### config.mk
export PLATFORM = sky130hd
export DESIGN_NAME = shake_sponge_ctrl
export DESIGN_NICKNAME = d
export VERILOG_FILES = /design/src/rtl/shake_sponge_ctrl.sv
export SDC_FILE = /design/constraint.sdc
export NUM_CORES = 1
export LEC_CHECK = 0
export CAP_MARGIN = 20
export CORE_MARGIN = 2
export CORE_UTILIZATION = 44
export CTS_CLUSTER_SIZE = 28
export DETAILED_ROUTE_END_ITERATION = 8
export GPL_TIMING_DRIVEN = 0
export PLACE_DENSITY_LB_ADDON = 0.2
export SLEW_MARGIN = 20
export SYNTH_ARGS = -nofsm -noshare
export SYNTH_HDL_FRONTEND = slang
export SYNTH_SLANG_ARGS = --single-unit
### constraint.sdc
create_clock -name clk -period 2.4 [get_ports clk]
set_input_delay 0.24 -clock clk [delete_from_list [all_inputs] [get_ports clk]]
set_output_delay 0.24 -clock clk [all_outputs]
set_load 0.01 [all_outputs]
### src/rtl/shake_sponge_ctrl.sv
// Lane/strobe sequencer for a SHAKE128/SHAKE256 Keccak-f[1600] sponge (absorb, pad, permute, squeeze).
// Optional macro SHAKE_CTRL_PERM_TIMEOUT_EN aborts a job whose permutation does not complete in time.
module shake_sponge_ctrl #(
  parameter int W            = 64,
  parameter int OUT_LEN_W    = 16,
  parameter int PERM_TIMEOUT = 64
) (
  input  logic                 clk,
  input  logic                 rst,
  input  logic                 start,
  input  logic [1:0]           mode,
  input  logic                 empty_msg,
  input  logic [OUT_LEN_W-1:0] out_len,
  input  logic                 in_valid,
  input  logic                 in_last,
  output logic                 in_ready,
  output logic                 absorb_en,
  output logic                 pad_en,
  output logic [W-1:0]         pad_word,
  output logic [4:0]           lane_idx,
  output logic                 state_clr,
  output logic                 perm_start,
  input  logic                 perm_done,
  output logic                 sq_valid,
  input  logic                 sq_ready,
  output logic                 sq_last,
  output logic [10:0]          rate_bits,
  output logic                 busy,
  output logic                 done,
  output logic                 err
);

  typedef enum logic [3:0] {
    IDLE, ABSORB, PERM_A, PAD, PAD_END, PERM_P, SQUEEZE, PERM_S, DONE
  } state_t;

  localparam logic [W-1:0]         PAD_FIRST = W'(8'h1F);
  localparam logic [W-1:0]         PAD_LAST  = {1'b1, {(W-1){1'b0}}};
  localparam logic [W-1:0]         PAD_BOTH  = PAD_LAST | PAD_FIRST;
  localparam logic [OUT_LEN_W-1:0] OCNT_ONE  = OUT_LEN_W'(1);

  if (W < 8) begin : g_bad_w
    $error("W must be at least 8");
  end
  if (PERM_TIMEOUT < 2) begin : g_bad_timeout
    $error("PERM_TIMEOUT must be at least 2");
  end

  state_t               state;
  logic                 rate21;
  logic                 pad_pend;
  logic [OUT_LEN_W-1:0] olen;
  logic [OUT_LEN_W-1:0] ocnt;
  logic [4:0]           rate_last;
  logic                 last_lane;
  logic                 sq_fire;

  // lane_idx doubles as the lane counter; only PAD_END points it somewhere else
  assign rate_last = rate21 ? 5'd20 : 5'd16;
  assign last_lane = (lane_idx == rate_last);
  assign absorb_en = in_valid & in_ready;
  assign sq_fire   = sq_valid & sq_ready;

`ifdef SHAKE_CTRL_PERM_TIMEOUT_EN
  localparam int          TW       = $clog2(PERM_TIMEOUT);
  localparam logic [TW-1:0] TMO_LAST = TW'(PERM_TIMEOUT - 1);
  logic [TW-1:0] tcnt;
`endif

  always_ff @(posedge clk) begin
    if (rst) begin
      state      <= IDLE;
      rate21     <= 1'b0;
      pad_pend   <= 1'b0;
      olen       <= '0;
      ocnt       <= '0;
      in_ready   <= 1'b0;
      pad_en     <= 1'b0;
      pad_word   <= '0;
      lane_idx   <= '0;
      state_clr  <= 1'b0;
      perm_start <= 1'b0;
      sq_valid   <= 1'b0;
      sq_last    <= 1'b0;
      rate_bits  <= '0;
      busy       <= 1'b0;
      done       <= 1'b0;
      err        <= 1'b0;
`ifdef SHAKE_CTRL_PERM_TIMEOUT_EN
      tcnt       <= '0;
`endif
    end else begin
      state_clr  <= 1'b0;
      perm_start <= 1'b0;
      done       <= 1'b0;
      err        <= 1'b0;
      pad_en     <= 1'b0;
      pad_word   <= '0;
      case (state)
        IDLE: begin
          if (start) begin
            if (mode[1]) begin
              rate21    <= ~mode[0];
              olen      <= out_len;
              ocnt      <= '0;
              pad_pend  <= 1'b0;
              lane_idx  <= '0;
              state_clr <= 1'b1;
              busy      <= 1'b1;
              rate_bits <= mode[0] ? 11'd1088 : 11'd1344;
              if (empty_msg) begin
                state    <= PAD;
                pad_en   <= 1'b1;
                pad_word <= PAD_FIRST;
              end else begin
                state    <= ABSORB;
                in_ready <= 1'b1;
              end
            end else begin
              err <= 1'b1;
            end
          end
        end
        ABSORB: begin
          if (absorb_en) begin
            if (last_lane) begin
              state      <= PERM_A;
              in_ready   <= 1'b0;
              perm_start <= 1'b1;
              pad_pend   <= in_last;
            end else if (in_last) begin
              state    <= PAD;
              in_ready <= 1'b0;
              lane_idx <= lane_idx + 5'd1;
              pad_en   <= 1'b1;
              pad_word <= (lane_idx + 5'd1 == rate_last) ? PAD_BOTH : PAD_FIRST;
            end else begin
              lane_idx <= lane_idx + 5'd1;
            end
          end
        end
        PERM_A: begin
          if (perm_done) begin
            lane_idx <= '0;
            if (pad_pend) begin
              state    <= PAD;
              pad_pend <= 1'b0;
              pad_en   <= 1'b1;
              pad_word <= PAD_FIRST;
            end else begin
              state    <= ABSORB;
              in_ready <= 1'b1;
            end
          end
        end
        PAD: begin
          // a pad landing on the final lane already carries both pad bits
          if (last_lane) begin
            state      <= PERM_P;
            perm_start <= 1'b1;
          end else begin
            state    <= PAD_END;
            pad_en   <= 1'b1;
            pad_word <= PAD_LAST;
            lane_idx <= rate_last;
          end
        end
        PAD_END: begin
          state      <= PERM_P;
          perm_start <= 1'b1;
        end
        PERM_P: begin
          if (perm_done) begin
            lane_idx <= '0;
            ocnt     <= '0;
            if (olen == '0) begin
              state <= DONE;
              done  <= 1'b1;
            end else begin
              state    <= SQUEEZE;
              sq_valid <= 1'b1;
              sq_last  <= (olen == OCNT_ONE);
            end
          end
        end
        SQUEEZE: begin
          if (sq_fire) begin
            if (sq_last) begin
              state    <= DONE;
              done     <= 1'b1;
              sq_valid <= 1'b0;
              sq_last  <= 1'b0;
            end else begin
              ocnt <= ocnt + OCNT_ONE;
              if (last_lane) begin
                state      <= PERM_S;
                perm_start <= 1'b1;
                sq_valid   <= 1'b0;
                sq_last    <= 1'b0;
              end else begin
                lane_idx <= lane_idx + 5'd1;
                sq_last  <= ((ocnt + OCNT_ONE) == (olen - OCNT_ONE));
              end
            end
          end
        end
        PERM_S: begin
          if (perm_done) begin
            state    <= SQUEEZE;
            lane_idx <= '0;
            sq_valid <= 1'b1;
            sq_last  <= (ocnt == (olen - OCNT_ONE));
          end
        end
        DONE: begin
          state     <= IDLE;
          busy      <= 1'b0;
          rate_bits <= '0;
          lane_idx  <= '0;
        end
        default: begin
          state <= IDLE;
          busy  <= 1'b0;
        end
      endcase
`ifdef SHAKE_CTRL_PERM_TIMEOUT_EN
      // an overdue permutation abandons the job without a done pulse
      if ((state == PERM_A || state == PERM_P || state == PERM_S) && !perm_done) begin
        if (tcnt == TMO_LAST) begin
          state     <= IDLE;
          err       <= 1'b1;
          busy      <= 1'b0;
          rate_bits <= '0;
          lane_idx  <= '0;
          pad_pend  <= 1'b0;
          tcnt      <= '0;
        end else begin
          tcnt <= tcnt + TW'(1);
        end
      end else begin
        tcnt <= '0;
      end
`endif
    end
  end

endmodule

### Yosys cells after proc, flatten, opt, wreduce, memory -nomap -nowiden

Cells that the tools add are included.

* add/subtract/negate cells: 3
* equality and inequality tests: 29
* mux-type cells: 101
* bitwise logic cells: 6
* reductions and logical operators: 20

Operator list (number)
* $mux W64: 5
* $pmux W64 S4: 1
* $mux W16: 5
* $mux W5: 13
* $mux W4: 12
* $pmux W16 S3: 1
* $mux W1: 47
* $eq A16 B16 Y1: 2
* $pmux W4 S8: 1
* $pmux W5 S6: 1
* $ne A2 B2 Y1 const B: 13
* $mux W11: 2
* $pmux W11 S2: 1
* $reduce_and A6 Y1: 3
* $add A16 B1 Y16 const B: 1
* $eq A16 B1 Y1 const B: 1
* $eq A4 B3 Y1 const B: 4
* $logic_not A16 Y1: 1
* $reduce_and A8 Y1: 2
* $sub A16 B1 Y16 const B: 1
* $pmux W1 S3: 4
* $eq A5 B5 Y1: 2
* $mux W9: 1
* $reduce_and A3 Y1: 3
* 20 further kinds: 32

* register bits after elaboration: 127
* bits of input ports: 26
* output and inout port bits: 90
* logic and storage cells: 176

### Logic depth before layout (Yosys ltp)

Gate-level depths: netlist of the first run.

* word-level depth: 7
* gate-level depth with buffers: 10
* depth with buffers taken out: 9

### Worst setup path before layout of the first run

OpenSTA, ideal clock, no wires.

* path type: flip-flop to flip-flop
* start: register olen[0]
* end: register sq_last
* library setup time: 0.079 ns
* data arrival time: 2.198 ns
* data required time: 2.321 ns
* slack: 0.122 ns
* stages on the path, launching flop included: 10
* path buffers: 0
* clock period less this slack: 2.278 ns
* cell sequence: dfxtp_1 > inv_1 > ha_1 > or4b_4 > nor4_1 > xnor2_1 > nand4b_1 > nor4_1 > a31oi_1 > a211oi_2

* cells in the longest elaborated chain, start to end: 6

Ends and longest elaborated chain
* start: declaration: RTL line 52 `logic [OUT_LEN_W-1:0] olen;`
* start signal: assignment: RTL line 104 `olen <= out_len;`
* $sub A16 B1 Y16: RTL line 202, 212
* $eq A16 B16 Y1: RTL line 202 `sq_last <= ((ocnt + OCNT_ONE) == (olen - OCNT_ONE));`
* $mux W1: RTL line 195 `if (last_lane) begin`
* $mux W1: RTL line 188 `if (sq_last) begin`
* $mux W1: RTL line 187 `if (sq_fire) begin`
* $pmux W1 S3: RTL line 99 `case (state)`
* end signal: assignment: RTL line 182 `sq_last <= (olen == OCNT_ONE);`
* end signal: assignment: RTL line 202
* end signal: assignment: RTL line 212 `sq_last <= (ocnt == (olen - OCNT_ONE));`
* end: declaration: RTL line 26 `output logic sq_last,`

Several ways; a longest one is shown, not always the timed one. The select of a mux whose other input is x is not followed.
A chain may end at the register's enable or synchronous reset.

### Worst setup path in the final report of the first run

* start: register olen[1]
* end: register sq_last

Same word-level chain as after synthesis.

==> results of run 1 <==
## Yosys cell counts (10+ instances only)
master / instances
or3_1: 13
a21oi_1: 49
nand3_1: 13
xor2_1: 10
dfxtp_1: 56
o21ai_0: 25
nor3_1: 13
inv_1: 11
buf_4: 71
nand2_1: 60
xnor2_1: 34
nor2_1: 47
clkbuf_1: 22
## worst register-to-register path, cell delays in order (launching register included)
cell and delay (ps):
dfxtp_4 370, inv_4 60, ha_4 140, or4b_4 520, buf_4 170, nor4_4 180, xnor2_2 180, xnor2_1 150
and4b_1 220, nand4_1 140, a211oi_2 240
## timing repair
item,CTS,global route
resized for setup,22,20
setup endpoints to repair,19,37
pin swaps,8,8
buffers inserted,4,8
## stage by stage
stage,total power (uW),utilization [%],area [um^2],worst slack (ps)
6_report,3900,58.6,5440,-42.4
5_1_grt,4160,58.6,5440,-121
4_1_cts,3720,57.3,5320,-85.8
3_5_place_dp,2940,54.9,5100,-512
3_3_place_gp,2920,54.9,5100,-485
2_1_floorplan,2490,-,4460,122
## flip-flops by register name (all words and copies together), names as in the netlist
register / count
rate_bits: 2
err: 1
lane_idx: 5
pad_en: 1
perm_start: 1
olen: 16
in_ready: 1
busy: 1
ocnt: 16
state_clr: 1
pad_pend: 1
sq_last: 1
sq_valid: 1
rate21: 1
state: 4
pad_word: 2
done: 1
## routing by layer
metal,global-route usage (%),wire (um),up-vias
li1,-,-,2052
met1,30.6,5210,1860
met2,34.7,5170,184
met3,3.69,848,18
met4,7.08,204,0
met5,0,0,-
## logic make-up after synthesis
| kind of cell | after synthesis | share of synthesized area (%) |
|---|---|---|
| AOI/OAI and AO/OA | 119 | 17.6 |
| adders and majority gates | 7 | 2.08 |
| xor gates and xnor gates | 45 | 9.71 |
| DFF | 56 | 26.6 |
| buffers and inverters | 108 | 16.2 |
| muxes | 5 | 1.19 |
| other | 1 | 0.0890 |
| and+or+nand+nor | 209 | 26.5 |
## final cells by class
class | instances | share of cell area [%]
Buffer | 94 | 11.7
Timing Repair Buffer | 60 | 10.5
Sequential cell | 56 | 20.8
Clock inverter | 1 | 0.552
Clock buffer | 7 | 1.77
Tap cell | 129 | 2.97
Multi-Input combinational cell | 451 | 50.9
Inverter | 11 | 0.851
## power groups by stage
stage | registers [uW] | logic [uW] | clock network (uW)
after global routing | 1120 | 2300 | 743
after CTS | 1090 | 1920 | 703
after floorplan | 1110 | 1390 | 0
after detailed placement | 1110 | 1830 | 0
after global placement | 1110 | 1810 | 0
final | 1100 | 2110 | 690
## cells in the final DEF, fill, tap and decap left out, types with 4 or more instances in the layout
cell,synthesis,routed
or3_1,13,13
buf_4,71,83
xnor2_1,34,32
nand4_1,8,8
dfxtp_1,56,53
nor2_2,0,5
xor2_1,10,10
a22oi_1,4,4
o21ai_0,25,25
ha_1,7,6
a21oi_1,49,49
and2_1,6,5
and4_1,6,6
nor4_4,1,4
nor3_1,13,12
clkdlybuf4s50_1,0,48
nand3b_1,8,8
clkbuf_8,0,7
a31oi_1,5,5
clkbuf_1,22,13
mux2i_1,5,5
a211oi_1,5,4
nor2_1,47,42
inv_1,11,9
conb_1,1,66
clkbuf_2,0,6
nand3_1,13,13
nand2_1,60,59
## worst max path at each step
| stage | startpoint | end | slack [ps] |
|---|---|---|---|
| after detailed placement | start | ocnt[1] | -510 |
| after global placement | mode[1] | ocnt[1] | -490 |
| after CTS | olen[1] | sq_last | -90 |
| after global routing | olen[1] | sq_last | -120 |
| final | olen[1] | sq_last | -40 |
| after floorplan | olen[0] | sq_last | 120 |
==> metrics.md, run 1 <==
| Metric | Value |
|---|---|
| Critical Path Sink Type | `flop` |
| Clock Sinks | `56` |
| RePlAce Congestion | `0.937` |
| Worst reg2reg setup slack | `-40 ps` |
| Hold Worst Slack | `452 ps` |
| R2r worst-path depth | `10` |
| Ant. Diodes | `0` |
| Fillers | `853` |
| Largest stage delay, worst path | `520 ps` |
| Chip width | `102 um` |
| Ys flop type | `dfxtp_1` |
| Worst path depth | `10` |
| Largest net degree at the start of global routing | `17` |
| Top-level I/O count | `116` |
| Total Die Area | `10400 um^2` |
| EDFF count, synth | `0` |
| Maximum buffer depth of the clock tree | `2` |
| Switching share of total power | `39.8%` |
| Failing checks | `setup timing` |
| Hold depth | `2` |
| Final period utilization | `102%` |
| Final wirelength | `11400 um` |
| RSZ-0062 raised after global routing | `true` |
| Post-Route Skew | `7.04 ps` |
| Setup Viol. Count Final | `1` |
| Async SR Flop Fraction | `0%` |
| R2R Path End | `sq_last` |
| Cts bufs inserted | `5` |
| LEAKAGE | `0.00226 uW` |
| Worst flop-to-flop path startpoint | `olen[1]` |
| Placed instance count | `792` |
| Starting density of the core | `45.4%` |
| Area Overhead vs Synth | `29.1%` |
| Drt wl/cell | `14.1 um` |
| Worst VDD drop | `0.352 mV` |
| Layout cells sized above 1 | `20.4%` |
| CP Launch Type | `flop` |
| Peak fanout along the critical path | `5` |
| HPWL after detailed placement | `8540 um` |
| Synth top area share | `26.6%` |
| Hold Buf Count CTS | `0` |
| Vias in the first global route | `3739` |
| Area leader, netlist | `dfxtp_1` |
| Crit-path leading delay family | `simple AND/OR/NAND/NOR gates` |
| Crit path arrival time | `2680 ps` |
| Drc violations | `0` |
| Yosys reg bits | `56` |
| Clock transition at path regs | `100 ps` |
| NumNets Final | `712` |
| Chip height | `102 um` |
| Status | `finished with violations` |
| DR vias/cell | `5.09` |
| Initial drt markers | `256` |
| Vias after detailed routing | `4114` |
| Slew Viols, Final | `0` |
| Initial antenna violation count | `0` |
| Synth warn | `0` |
| Synth cell types | `65` |
| Worst skew pair latency | `320 ps` |
| First-pass GRT wire length | `18200 um` |
| Top post-synthesis cells by area | `dfxtp_1 27%, buf_4 13%, xnor2_1 7.1%` |
| Hold Crit Start | `rst` |
| Gr usage total | `21.9%` |
| Hold Fails Final Rpt | `0` |
| Fin cells | `809` |
| Worst slew pin tran | `715 ps` |
| ANT nets after route | `0` |
| Minimum clock period | `2440 ps` |
| Register area share after synthesis | `26.6%` |
| Proportion of power drawn by the clock network | `17.7%` |
| Worst Path Required | `2640 ps` |
| CP Buf/Inv Count | `2` |
| # rows | `35` |
| Post-Syn Area | `4210 um^2` |
| CTS tree | `yes` |
| Slew margin rel. | `52.3%` |
| Sw Pwr | `1550 uW` |
| Register Area | `1130 um^2` |
| CTS root buffer | `clkbuf_8` |
| Drt first pass iters | `5` |
| Critical setup path kind | `flop to flop` |
| Sequential power share | `28.3%` |
| Mean Syn Cell Area | `7.66 um^2` |
| Worst hold-check path type | `primary input to flop` |
| Grt total ovfl | `0` |
| Post-Syn Instances | `550` |
| Max-Cap Viols | `0` |
| Final WS setup | `-42.4 ps` |
| Port bufs | `48` |
| Max frequency | `409 MHz` |
| Pwr per Cell Area | `717 nW/um^2` |
| Placeable Area | `9280 um^2` |
| Slowest cell on crit path | `or4b_4` |
| Worst path cell trace | `inv_4 > ha_4 > or4b_4 > buf_4 > nor4_4 > xnor2_2 > xnor2_1 > and4b_1 > nand4_1 > a211oi_2` |
| Multi-input combinational cell area | `2770 um^2` |
| H-tree depth | `2` |
| Worst Hold End | `pad_word[63]` |
| Setup total negative slack | `-42.4 ps` |
| Comb pwr share | `54.0%` |
| P_int | `2350 uW` |
No activity file was read; power rests on OpenSTA's default activity.
==> run 2: changes to the inputs <==
CORE_UTILIZATION = 55   (was 44)
DONT_BUFFER_PORTS = 1   (was unset)
==> metrics.md, run 2 (same netlist as run 1, synthesis figures left out) <==
| Metric | Value |
|---|---|
| Max-Cap Viols | `0` |
| Hold Worst Slack | `38.6 ps` |
| Worst VDD drop | `0.355 mV` |
| Vias after detailed routing | `4005` |
| Port bufs | `0` |
| Clock Sinks | `56` |
| HPWL after detailed placement | `8460 um` |
| Final WS setup | `-52.8 ps` |
| First-pass GRT wire length | `18300 um` |
| Most common cell after layout, fill and taps aside | `buf_4` |
| CTS tree | `yes` |
| CP Buf/Inv Count | `1` |
| Fin cells | `728` |
| Vias in the first global route | `3681` |
| Placed instance count | `714` |
| Minimum clock period | `2450 ps` |
| Comb pwr share | `51.3%` |
| Hold Crit Start | `out_len[1]` |
| LEAKAGE | `0.00209 uW` |
| Fillers | `629` |
| Chip width | `91.5 um` |
| Drc violations | `0` |
| Max frequency | `408 MHz` |
| Initial drt markers | `377` |
| CP startpoint | `olen[0]` |
| Critical Path Sink Type | `flop` |
| CTS root buffer | `clkbuf_8` |
| Drt first pass iters | `5` |
| ANT nets after route | `0` |
| Critical setup path kind | `flop to flop` |
| Worst path cell trace | `inv_4 > ha_4 > or4b_4 > nor4_4 > xnor2_2 > xnor2_1 > nor4b_2 > nand4_1 > a211oi_2` |
| Maximum buffer depth of the clock tree | `2` |
| Peak fanout along the critical path | `5` |
| Gr usage total | `26.8%` |
| Largest net degree at the start of global routing | `17` |
| Slowest cell on crit path | `or4b_4` |
| Critical path destination | `sq_last` |
| P_int | `2220 uW` |
| Switching share of total power | `41.1%` |
| Area Overhead vs Synth | `17.0%` |
| Chip height | `91.5 um` |
| Final period utilization | `102%` |
| Final wirelength | `11200 um` |
| Worst Path Required | `2630 ps` |
| Clock transition at path regs | `100 ps` |
| Initial antenna violation count | `0` |
| Hold Fails Final Rpt | `0` |
| Worst skew pair latency | `320 ps` |
| H-tree depth | `2` |
| DR vias/cell | `5.50` |
| Slew margin rel. | `50.6%` |
| Worst slew pin tran | `742 ps` |
| Pwr per Cell Area | `765 nW/um^2` |
| Proportion of power drawn by the clock network | `18.4%` |
| Largest stage delay, worst path | `540 ps` |
| Starting density of the core | `57.5%` |
| Status | `finished with violations` |
| R2r worst-path depth | `9` |
| Drt wl/cell | `15.4 um` |
| Post-DP Area | `4580 um^2` |
| RSZ-0062 raised after global routing | `true` |
| Biggest regs | `ocnt: 16 flops, olen: 16 flops, lane_idx: 5 flops` |
| Top-level I/O count | `116` |
| CP Launch Type | `flop` |
| Slew Viols, Final | `0` |
| Worst path depth | `9` |
| NumNets Final | `661` |
| Most frequent cells in the layout | `81 x buf_4, 66 x conb_1, 59 x nand2_1` |
| Worst flop-to-flop path startpoint | `olen[0]` |
| Worst reg2reg setup slack | `-50 ps` |
| R2R Path End | `sq_last` |
| Total Die Area | `8380 um^2` |
| Placeable Area | `7330 um^2` |
| Setup Viol. Count Final | `1` |
| Ant. Diodes | `0` |
| Sequential power share | `30.3%` |
| RePlAce Congestion | `0.953` |
| Sw Pwr | `1550 uW` |
| Layout cells sized above 1 | `23.1%` |
| Crit-path leading delay family | `simple AND/OR/NAND/NOR gates` |
| Post-Route Skew | `4.41 ps` |
| # rows | `31` |
| Pre-CTS setup slack | `-463 ps` |
| Worst hold-check path type | `primary input to flop` |
| Crit path arrival time | `2680 ps` |
| Cts bufs inserted | `5` |
| Finished Cell Area | `4930 um^2` |
| Failing checks | `setup timing` |
| Grt total ovfl | `0` |
-- run 2: changes by cell type in the layout (fill, tap and decap cells not counted), moves of 2 or more --
cell             change
clkbuf_1             -2
buf_4                -2
clkdlybuf4s50_1     -48
clkbuf_2             +2
dfxtp_1              -3
dfxtp_2              +3
-- run 2: metrics by stage --
step	power (uW)	setup TNS (ps)	utilization, %
after CTS	3620	-87.1	65.8
after global placement	2790	-4380	62.5
final	3770	-52.8	67.3
after global routing	4000	-180	67.3
after floorplan	2490	0	-
after detailed placement	2820	-5190	62.5
-- run 2: how the worst min path moves through the flow --
stage | endpoint | depth (start not counted)
finish | olen[1] | 2
global placement | olen[15] | 2
floorplan | olen[5] | 2
detailed placement | olen[14] | 2
CTS | olen[1] | 2
global route | olen[14] | 2
-- run 2: power by group through the flow --
| stage | logic [uW] | clock network [uW] | registers, uW |
|---|---|---|---|
| floorplan | 1390 | 0 | 1110 |
| global placement | 1660 | 0 | 1130 |
| detailed placement | 1690 | 0 | 1130 |
| CTS | 1800 | 698 | 1120 |
| global route | 2110 | 730 | 1160 |
| finish | 1940 | 693 | 1140 |
-- run 2: final cells by class --
type / count / area [um^2] / share of cell area [%]
multi-input combinational: 451 / 2800 / 56.7
sequential: 56 / 1130 / 23.0
buffer: 93 / 629 / 12.8
tap: 99 / 124 / 2.51
clock buffer: 7 / 96.3 / 1.95
timing repair buffer: 10 / 75.1 / 1.52
inverter: 11 / 46.3 / 0.939
clock inverter: 1 / 30.0 / 0.609
-- run 2: metal layers --
layer | GRT usage [%] | vias up | share of wire, %
met5 | 0 | - | 0
met4 | 6.94 | 0 | 1.6
met3 | 5.98 | 22 | 9.3
met2 | 41.2 | 179 | 45
met1 | 37.9 | 1863 | 44
li1 | - | 1941 | -
-- run 2: what timing repair did --
item,in CTS,in global routing
hold buffers,0,0
buffers inserted,5,5
resized for setup,27,26
setup endpoints to repair,19,31
pin swaps,6,11
==> run 3: changes to the inputs <==
CTS_BUF_LIST = sky130_fd_sc_hd__clkbuf_16   (was unset)
==> metrics.md, run 3 (same netlist as run 1, synthesis figures left out) <==
| Metric | Value |
|---|---|
| LEAKAGE | `0.00210 uW` |
| Placed instance count | `714` |
| Chip width | `91.5 um` |
| Chip height | `91.5 um` |
| Slew margin rel. | `51.8%` |
| Initial antenna violation count | `0` |
| Sw Pwr | `1570 uW` |
| Failing checks | `setup timing` |
| Maximum buffer depth of the clock tree | `2` |
| NumNets Final | `661` |
| Peak fanout along the critical path | `3` |
| Worst skew pair latency | `300 ps` |
| RePlAce Congestion | `0.953` |
| Setup Viol. Count Final | `2` |
| Worst VDD drop | `0.365 mV` |
| Drt first pass iters | `5` |
| Final WS setup | `-138 ps` |
| Most frequent cells in the layout | `79 x buf_4, 66 x conb_1, 59 x nand2_1` |
| M1 wire length | `4970 um` |
| Largest net degree at the start of global routing | `17` |
| Pwr per Cell Area | `788 nW/um^2` |
| Sequential power share | `29.1%` |
| Grt total ovfl | `0` |
| CTS tree | `yes` |
| Biggest regs | `ocnt: 16 flops, olen: 16 flops, lane_idx: 5 flops` |
| Post-Route Skew | `4.07 ps` |
| Max layer used | `met4` |
| Wire length on met3 | `1030 um` |
| Ant. Diodes | `0` |
| Worst slew pin tran | `722 ps` |
| Final period utilization | `106%` |
| H-tree depth | `2` |
| Port bufs | `0` |
| Total Die Area | `8380 um^2` |
| Minimum clock period | `2540 ps` |
| Vias in the first global route | `3674` |
| Drt wl/cell | `15.3 um` |
| Post-DP Area | `4580 um^2` |
| Hold Worst Slack | `66.3 ps` |
| Fillers | `629` |
| # rows | `31` |
| Placeable Area | `7330 um^2` |
| Layout cells sized above 1 | `21.6%` |
| Cts bufs inserted | `5` |
| ANT nets after route | `0` |
| Finished Cell Area | `4960 um^2` |
| CP Launch Type | `flop` |
| Crit path arrival time | `2740 ps` |
| Gr usage total | `26.8%` |
| Vias after detailed routing | `3990` |
| Drc violations | `0` |
| DR vias/cell | `5.48` |
| Critical Path Sink Type | `flop` |
| Clock transition at path regs | `70 ps` |
| Worst Path Required | `2600 ps` |
| First-pass GRT wire length | `18400 um` |
| Max frequency | `394 MHz` |
| Final wirelength | `11200 um` |
| Initial drt markers | `347` |
| Top-level I/O count | `116` |
| Most common cell after layout, fill and taps aside | `buf_4` |
| Comb pwr share | `49.8%` |
| Slew Viols, Final | `0` |
| P_int | `2350 uW` |
| Clock Sinks | `56` |
| Starting density of the core | `57.5%` |
| RSZ-0062 raised after global routing | `true` |
| Fin cells | `728` |
| Hold Fails Final Rpt | `0` |
| Worst hold-check path type | `primary input to flop` |
| Proportion of power drawn by the clock network | `21.1%` |
| HPWL after detailed placement | `8460 um` |
| Area Overhead vs Synth | `17.8%` |
| DR WL met2 | `5080 um` |
| CTS root buffer | `clkbuf_16` |
| Max-Cap Viols | `0` |
| Critical setup path kind | `flop to flop` |
| Status | `finished with violations` |
| Hold Buf Count CTS | `0` |
| Switching share of total power | `40.1%` |
[run 3: cell count changes in the layout (fill, tap and decap cells not counted), moves of 2 or more]
cell,change
buf_4,-2
clkbuf_16,+5
clkbuf_8,-7
clkinv_1,+2
dfxtp_1,+2
dfxtp_2,-2
nor2_1,+2
[run 3: critical path: stages (launching register included)]
cell	delay (ps)
dfxtp_4	360
inv_4	60
ha_4	130
or4b_4	510
buf_12	160
nor4_4	190
xnor2_2	130
xnor2_1	150
nor4b_2	300
nand4_1	160
a211oi_2	300
[run 3: layout make-up]
| class | count | area (um^2) | area share, % |
|---|---|---|---|
| Clock inverter | 3 | 37.5 | 0.756 |
| Multi-Input combinational cell | 451 | 2780 | 56.0 |
| Sequential cell | 56 | 1130 | 22.8 |
| Tap cell | 99 | 124 | 2.49 |
| Clock buffer | 5 | 125 | 2.52 |
| Buffer | 94 | 641 | 12.9 |
| Inverter | 11 | 46.3 | 0.932 |
| Timing Repair Buffer | 9 | 80.1 | 1.61 |
[run 3: power by group through the flow]
stage               registers [uW]  logic (uW)  clock network [uW]
detailed placement            1130        1690                   0
floorplan                     1110        1390                   0
global placement              1130        1660                   0
finish                        1140        1950                 826
CTS                           1120        1820                 832
global route                  1150        2120                 864
[run 3: through the flow]
stage	setup slack [ps]	total power, uW	TNS (ps)	util, %
detailed placement	-463	2820	-5190	62.5
floorplan	122	2490	0	-
global route	-195	4140	-376	67.7
CTS	-54.4	3780	-54.4	66.7
finish	-138	3910	-149	67.7
global placement	-404	2790	-4380	62.5
[run 3: path summary, 6_finish.rpt]
| check | start | endpoint | slack (ps) | cells after the start |
|---|---|---|---|---|
| worst max-delay path | olen[1] | sq_last | -140 | 10 |
| worst min-delay path | out_len[1] | olen[1] | 70 | 2 |
| worst max register to register | olen[1] | sq_last | -140 | 10 |
| worst min register to register | olen[14] | olen[14] | 490 | 2 |
[run 3: what timing repair did]
item,in CTS,in global routing
setup endpoints to repair,19,31
buffers inserted,6,3
endpoints found under the hold margin,0,0
resized for setup,27,18
pin swaps,7,4
[run 3: layer usage]
metal  up-vias  GRT usage, %
met3         8          6.31
met1      1847          38.0
li1       1945             -
met4         0          4.55
met2       190          42.0
met5         -             0
